--- config.mk ---
export PLATFORM = sky130hd
export DESIGN_NAME = truth_table_sweeper
export DESIGN_NICKNAME = d
export VERILOG_FILES = /design/src/rtl/truth_table_pkg.sv /design/src/rtl/tt_settle_counter.sv /design/src/rtl/truth_table_sweeper.sv
export SDC_FILE = /design/constraint.sdc
export NUM_CORES = 1
export LEC_CHECK = 0
export CORE_MARGIN = 2
export CORE_UTILIZATION = 40
export DETAILED_ROUTE_END_ITERATION = 10
export GPL_TIMING_DRIVEN = 0
export PLACE_DENSITY_LB_ADDON = 0.3
export SETUP_SLACK_MARGIN = 0.1
export SYNTH_ARGS = -nofsm -noshare
export SYNTH_HDL_FRONTEND = slang
export SYNTH_SLANG_ARGS = --single-unit
--- constraint.sdc ---
create_clock -name clk -period 1.7 [get_ports clk]
set_input_delay 0.34 -clock clk [delete_from_list [all_inputs] [get_ports clk]]
set_output_delay 0.34 -clock clk [all_outputs]
set_load 0.01 [all_outputs]
--- src/rtl/truth_table_pkg.sv ---
// Shared types and helpers for the truth-table sweeper and the gate library.
// Optional majority-vote sampling in the sweeper is enabled by SWEEP_MAJORITY_EN.
package truth_table_pkg;

    typedef enum logic [1:0] {
        IDLE   = 2'd0,
        SETTLE = 2'd1,
        DONE   = 2'd2
    } sweep_state_e;

    localparam int unsigned N_COMBOS   = 8;
    localparam logic [2:0]  LAST_COMBO = 3'(N_COMBOS - 1);

    // Hex-name convention: input combination 000 lands in the table MSB.
    function automatic logic [2:0] tt_bit_index(input logic [2:0] combo);
        return 3'd7 - combo;
    endfunction

endpackage

--- src/rtl/tt_settle_counter.sv ---
// Loadable down-counter with a zero flag, used to time slow-gate settle windows.
module tt_settle_counter #(
    parameter int unsigned CNT_W = 3
) (
    input  logic             i_clk,
    input  logic             i_rst,
    input  logic             i_load,
    input  logic [CNT_W-1:0] i_load_val,
    input  logic             i_dec,
    output logic [CNT_W-1:0] o_count,
    output logic             o_zero
);

    logic [CNT_W-1:0] r_count;

    // Load has priority over decrement; the count holds otherwise.
    always_ff @(posedge i_clk or posedge i_rst) begin
        if (i_rst) begin
            r_count <= '0;
        end else if (i_load) begin
            r_count <= i_load_val;
        end else if (i_dec) begin
            r_count <= r_count - CNT_W'(1);
        end
    end

    assign o_count = r_count;
    assign o_zero  = (r_count == '0);

endmodule

--- src/rtl/truth_table_sweeper.sv ---
// Drives all 8 input combinations into a 3-input gate, samples its output after a
// settle window and compares the assembled truth table with a golden value.
// Define SWEEP_MAJORITY_EN to take a 2-of-3 vote over the last three window cycles.
module truth_table_sweeper
    import truth_table_pkg::*;
#(
    parameter int unsigned SETTLE_CYCLES = 4,
    parameter int unsigned CNT_W         = $clog2(SETTLE_CYCLES + 1)
) (
    input  logic       clk,
    input  logic       rst,
    input  logic       start,
    input  logic       abort,
    input  logic [7:0] expected,
    input  logic       dut_out,
    output logic       in1,
    output logic       in2,
    output logic       in3,
    output logic       busy,
    output logic       done,
    output logic [7:0] table_out,
    output logic [7:0] mismatch,
    output logic       pass
);

    sweep_state_e     r_state;
    logic [2:0]       r_combo;
    logic [7:0]       r_expected;
    logic [7:0]       r_table;
    logic [7:0]       r_mismatch;
    logic             r_pass;

    logic [CNT_W-1:0] w_count;
    logic             w_zero;
    logic             w_load;
    logic             w_dec;
    logic             w_accept;
    logic             w_sample;
    logic [7:0]       w_table_next;

    assign w_accept = (r_state == IDLE) && start;
    // Reload at start and at every window end except the last; abort suppresses the reload.
    assign w_load   = w_accept ||
                      ((r_state == SETTLE) && !abort && w_zero && (r_combo != LAST_COMBO));
    assign w_dec    = (r_state == SETTLE) && (w_count != '0);

    tt_settle_counter #(
        .CNT_W (CNT_W)
    ) u_settle_counter (
        .i_clk      (clk),
        .i_rst      (rst),
        .i_load     (w_load),
        .i_load_val (CNT_W'(SETTLE_CYCLES - 1)),
        .i_dec      (w_dec),
        .o_count    (w_count),
        .o_zero     (w_zero)
    );

`ifdef SWEEP_MAJORITY_EN
    logic [1:0] r_vote;

    if (SETTLE_CYCLES < 3) begin : g_bad_settle
        $error("SWEEP_MAJORITY_EN requires SETTLE_CYCLES >= 3");
    end

    // Collect the samples taken at counter 2 and 1; abort throws them away.
    always_ff @(posedge clk or posedge rst) begin
        if (rst) begin
            r_vote <= '0;
        end else if ((r_state == SETTLE) && abort) begin
            r_vote <= '0;
        end else if (r_state == SETTLE) begin
            if (w_count == CNT_W'(2)) r_vote[1] <= dut_out;
            if (w_count == CNT_W'(1)) r_vote[0] <= dut_out;
        end
    end

    assign w_sample = (r_vote[1] & r_vote[0]) | (r_vote[1] & dut_out) | (r_vote[0] & dut_out);
`else
    assign w_sample = dut_out;
`endif

    // Table value after writing the current combination's sample.
    always_comb begin
        w_table_next = r_table;
        w_table_next[tt_bit_index(r_combo)] = w_sample;
    end

    // Sweep sequencing, result capture and comparison.
    always_ff @(posedge clk or posedge rst) begin
        if (rst) begin
            r_state    <= IDLE;
            r_combo    <= '0;
            r_expected <= '0;
            r_table    <= '0;
            r_mismatch <= '0;
            r_pass     <= 1'b0;
        end else begin
            case (r_state)
                IDLE: begin
                    if (start) begin
                        r_expected <= expected;
                        r_table    <= '0;
                        r_mismatch <= '0;
                        r_pass     <= 1'b0;
                        r_combo    <= '0;
                        r_state    <= SETTLE;
                    end
                end
                SETTLE: begin
                    if (abort) begin
                        r_state <= IDLE;
                    end else if (w_zero) begin
                        r_table <= w_table_next;
                        if (r_combo == LAST_COMBO) begin
                            r_mismatch <= w_table_next ^ r_expected;
                            r_pass     <= ((w_table_next ^ r_expected) == 8'h00);
                            r_state    <= DONE;
                        end else begin
                            r_combo <= r_combo + 3'd1;
                        end
                    end
                end
                DONE: begin
                    r_state <= IDLE;
                end
                default: begin
                    r_state <= IDLE;
                end
            endcase
        end
    end

    assign {in1, in2, in3} = (r_state == SETTLE) ? r_combo : 3'b000;
    assign busy            = (r_state == SETTLE);
    assign done            = (r_state == DONE);
    assign table_out       = r_table;
    assign mismatch        = r_mismatch;
    assign pass            = r_pass;

endmodule

# Yosys cells after proc, flatten, opt, wreduce, memory -nomap -nowiden
# Cells that the tools add are included.
# word_totals
out_inout_bits	22
word_cells	72
ff_bits	33
# op_classes
n_mux	29
magnitude_cmp	2
n_eq_ne	11
n_reduce_logical	19
add_sub_neg	3
bitwise_logic	1
# op_table
cell	n
two-way mux 8 bit	6
one-hot mux 8 bit (2 select lines)	2
two-way mux 3 bit	7
AND reduction 5 bit	2
bitwise mux 8 bit	1
zero test 8 bit	1
two-way mux 2 bit	4
XOR 8 bit	1
logical AND 1 bit	6
!= test 2 bit (second input constant)	3
!= test 3 x 2 -> 1 bit (second input constant)	2
one-hot mux 3 bit (2 select lines)	1
two-way mux 1 bit	5
< comparator 3 x 4 -> 1 bit (second input constant)	1
!= test 2 x 1 -> 1 bit (second input constant)	2
one-hot mux 2 bit (2 select lines)	1
AND reduction 4 bit	1
nonzero test 2 bit	2
adder 3 x 1 -> 3 bit (second input constant)	1
demux 1 bit (select 3 bit)	1
equality test 3 bit (second input constant)	1
greater-or-equal comparator 3 x 1 -> 1 bit (second input constant)	1
zero test 3 bit	1
!= test 3 bit (second input constant)	1
11 further kinds	11

# Logic depth before layout (Yosys ltp)
# logic_depth
depth_word	12
ltp_mapped	8

# Modules after synthesis
# A second synthesis with hierarchy kept.
# unflattened
cells_unflattened	161
hier_area_um2	1696.6
# modules_own_cells
mod	cells_each	n_inst	area_each_um2
truth_table_sweeper	141	1	1511.4
tt_settle_counter	20	1	185.2

# Worst setup path after synthesis
# Ideal clock, no wire load.
# synth_timing
path_type	reg-to-reg
from	register u_settle_counter.r_count[0], in the netlist u_settle_counter.o_count[0]
to	register r_mismatch[0], in the netlist mismatch[0]
slack_ns	-0.115
stages_incl_launch_ff	9
required_time_ns	1.579
path_buffers	1
arrival_time_ns	1.694
path_cell_list	dfrtp_1 inv_1 ha_1 and4bb_2 o21ai_2 nor2_1 and2_1 buf_2 a22o_1
# synth_via
elab_chain_cells	3
# synth_lines
item	line_no	rtl
start: declaration	tt_settle_counter.sv:14	logic [CNT_W-1:0] r_count;
start signal: assignment	tt_settle_counter.sv:21	r_count <= i_load_val;
start signal: assignment	tt_settle_counter.sv:23	r_count <= r_count - CNT_W'(1);
zero test 3 bit	tt_settle_counter.sv:28	assign o_zero = (r_count == '0);
!= test 2 x 1 -> 1 bit (no line)	--	
AND reduction 5 bit (no line)	--	
end signal: assignment	truth_table_sweeper.sv:116	r_mismatch <= w_table_next ^ r_expected;
end: declaration	truth_table_sweeper.sv:30	logic [7:0] r_mismatch;
# Every way passes these cells.
# A chain may end at the register's enable or synchronous reset.

# Worst setup path in the final report
# layout_timing
from	register r_combo[2]
to	register r_pass, in the netlist pass
# layout_via
elab_chain_cells	12
# layout_lines
item	line_no	rtl
start: declaration	truth_table_sweeper.sv:27	logic [2:0] r_combo;
start signal: assignment	truth_table_sweeper.sv:120	r_combo <= r_combo + 3'd1;
subtractor 3 bit	truth_table_pkg.sv:16	return 3'd7 - combo;
< comparator 3 x 4 -> 1 bit (not written as such) / greater-or-equal comparator 3 x 1 -> 1 bit (equally long branches)	truth_table_sweeper.sv:86	w_table_next[tt_bit_index(r_combo)] = w_sample;
logical AND 1 bit (not written as such)	truth_table_sweeper.sv:86	
two-way mux 1 bit (not written as such)	truth_table_sweeper.sv:86	
demux 1 bit (select 3 bit)	truth_table_sweeper.sv:86	
bitwise mux 8 bit	truth_table_sweeper.sv:86	
XOR 8 bit	truth_table_sweeper.sv:117	r_pass <= ((w_table_next ^ r_expected) == 8'h00);
zero test 8 bit	truth_table_sweeper.sv:117	
two-way mux 1 bit	truth_table_sweeper.sv:115	if (r_combo == LAST_COMBO) begin
two-way mux 1 bit	truth_table_sweeper.sv:113	end else if (w_zero) begin
two-way mux 1 bit	truth_table_sweeper.sv:111	if (abort) begin
one-hot mux 1 bit (2 select lines)	truth_table_sweeper.sv:99	case (r_state)
end signal: assignment	truth_table_sweeper.sv:117	
end: declaration	truth_table_sweeper.sv:31	logic r_pass;
# Parallel ways exist; a longest one is shown, timed or not. The select of a mux whose other input is x is not followed.

==> metrics.txt <==
Boundary Pins 35; CTS hold repair buffers 0; worst path cell trace buf_6 -> nand3b_1 -> mux2i_2 -> xnor2_2 -> nor4_2 -> a32o_1; Comb power frac 42.5%; area leader, netlist dfrtp_1; PD cells 1220 nW/um^2; worst r2r src r_combo[2]$_DFFE_PP0P_; Routed Antenna Nets 0; Synth-to-Final Area Change 53.9%; Die ar. 4680 sq um; Skew-Pair Late Insertion Delay 0.29 ns; vias in the first global route 1,420; ANT cells 0; Worst EP arrival 2.02 ns; Post-Synthesis Cell Area 1660 sq um; Pint 2.09 mW; vias 1,407; gp weighted congestion 0.773; die height 68.4 um; antenna violations before repair 0; fmax 0.557 GHz; Yosys top cell area share 49.8%; Clk network pwr share 24.3%; Num CTS Buffers 5; P_sw 1.02 mW; syn avg cell area 10.8 sq um; Syn Nets 171; commonest non-fill, non-tap cell in the layout dfrtp_1; Layout Cells excl Fill 266; register area share after synthesis 49.8%; Setup violations, final 1; DR pass1 iterations 4; Setup crit end kind flop; largest net degree at the start of global routing 34; fin util 63.8%; first-pass GRT wire length 6800 um; RSZ-0062 raised after global routing yes; Clock Tree Root clkbuf_8; DRC Markers 0; CP max stage cell dfrtp_1; vias per cell 5.29; Worst path max stage delay 0.40 ns; register share of total power 33.2%; chip width 68.4 um; Final Hold Viols 0; Worst Path Required 1.93 ns; core box area 4000 sq um; dpl ws -0.512 ns; # clock sinks 33; Period minus WS final 1.80 ns; R2R cell count 6; placed cells 237; WP buf/inv 1; IO Port Bufs 33; Slew headroom 64.1%; Hold Crit Class in -> async; Reg area 826 sq um; Final Slew Violations 0; post-synthesis cell count 154; Synth cell types 33; maxcap violations 0; initial drt markers 55; switch share 32.7%; DP HPWL 2630 um; Least-Margin Pin Slew 0.539 ns; CP startpoint kind flop; top cells by area, synth dfrtp_1 (50%), mux2_2 (5.4%), mux2i_1 (4.8%); Setup Crit Path Kind reg -> reg; period utilization 106%; status finished, violations left; Multi-input gate area 913 sq um; clk slew on worst S/H paths 0.07 ns; Worst Setup SP r_combo[2]$_DFFE_PP0P_; Top Family by Delay on Critical Path simple AND/OR/NAND/NOR gates; initial core utilization 41.4%; row cnt 23; final setup margin -0.0956 ns; failing checks setup timing; synthesized flop and latch total 33; layout cells sized above 1 33.8%; Crit Path Max Fanout 10; most frequent cells in the layout dfrtp_1 (33), clkdlybuf4s50_1 (24), buf_4 (16); CTS tree done; Yosys warning count 0; H-tree levels 2; Detailed Route WL 4370 um; Clock Path Buffers 2; fill count 302; CP Depth 6; reg2reg end pass$_DFFE_PP0P_; GRT overflow 0; wire per inst 16.4 um; GRT Resource Usage Total 20.5%; leakage 1.19 nW; VDD IR max 0.000520 V; Final Net Count 232; flop2flop setup slack -0.1 ns; Fin Clk Skew 0.00455 ns
==> routing by layer <==
layer	wire, um	GRT usage, %	share of wire, %
met1	1860	26.2	43
met2	2180	31.0	50
met3	207	6.58	4.7
met4	117	10.5	2.7
met5	0	0	0
==> worst register-to-register path: stages (launching register included) <==
cell and delay (ns):
dfrtp_1 0.40, buf_6 0.16, nand3b_1 0.22, mux2i_2 0.31, xnor2_2 0.12, nor4_2 0.32
a32o_1 0.21
==> flip-flops by register name, summed over array words and instances, names as in the netlist <==
signal,count
mismatch,8
r_combo,3
u_settle_counter.o_count,3
table_out,8
r_expected,8
pass,1
r_state,2
==> cell families after synthesis <==
group                    count (synthesis)  synth area share, %
AND/OR/NAND/NOR                         37                 12.5
adder cells (fa/ha/maj)                  4                 3.02
AO/OA/AOI/OAI                           35                 14.6
XOR/XNOR                                 9                 4.75
buffers and inverters                   20                 5.13
flip-flops                              33                 49.8
multiplexers                            16                 10.3
==> cell type report <==
class | count | share of cell area (%)
plain buffers | 6 | 2.21
clock buffers | 7 | 3.38
clock inverters | 1 | 1.18
inverters | 12 | 2.06
multi-input cells | 103 | 35.8
flip-flops and latches | 33 | 32.4
well taps | 50 | 2.45
repair buffers | 54 | 20.5
==> worst max path at each step <==
| stage | to |
|---|---|
| finish | pass$_DFFE_PP0P_ |
| global route | pass$_DFFE_PP0P_ |
| CTS | pass$_DFFE_PP0P_ |
| detailed placement | in3 |
| global placement | in3 |
| floorplan | pass$_DFFE_PP0P_ |
==> synth_stat cells, drive strengths merged <==
library cell and count:
mux2i 8, a22o 8, buf 5, and4bb 1, nor4 2, ha 4
a32o 2, o21bai 2, or3b 1, nor2 6, nor2b 1, mux2 8
o211ai 1, and2 4, o41ai 1, nand2b 2, inv 12, nand3b 4
dfrtp 33, a21oi 6, nor3 3, a21o 2, nor3b 3, nand2 9
o21ai 8, clkbuf 3, nand3 1, o22ai 5, xnor2 9
==> what timing repair did <==
item	4_1_cts	5_1_grt
buffers inserted	16	6
setup endpoints to repair	37	39
gates cloned	3	0
pin swaps	18	5
gates resized for setup	54	19
==> stage by stage <==
| step | TNS [ns] | hold WS, ns | power [mW] | area [sq um] |
|---|---|---|---|---|
| after floorplan | 0 | 0.469 | 1.66 | 1690 |
| after global placement | -13.96 | 0.483 | 1.90 | 2080 |
| after detailed placement | -17.39 | 0.489 | 1.94 | 2080 |
| after CTS | -0.0652 | 0.507 | 3.02 | 2460 |
| after global routing | -0.485 | 0.390 | 3.30 | 2550 |
| final | -0.0956 | 0.366 | 3.10 | 2550 |
==> power groups by stage <==
stage | clock network, mW | registers (mW) | logic, mW
2_1_floorplan | 0 | 1.02 | 0.643
3_3_place_gp | 0 | 1.03 | 0.872
3_5_place_dp | 0 | 1.03 | 0.908
4_1_cts | 0.770 | 1.02 | 1.22
5_1_grt | 0.812 | 1.05 | 1.44
6_report | 0.756 | 1.03 | 1.32
Note: power is estimated with default switching activity, not from simulation.
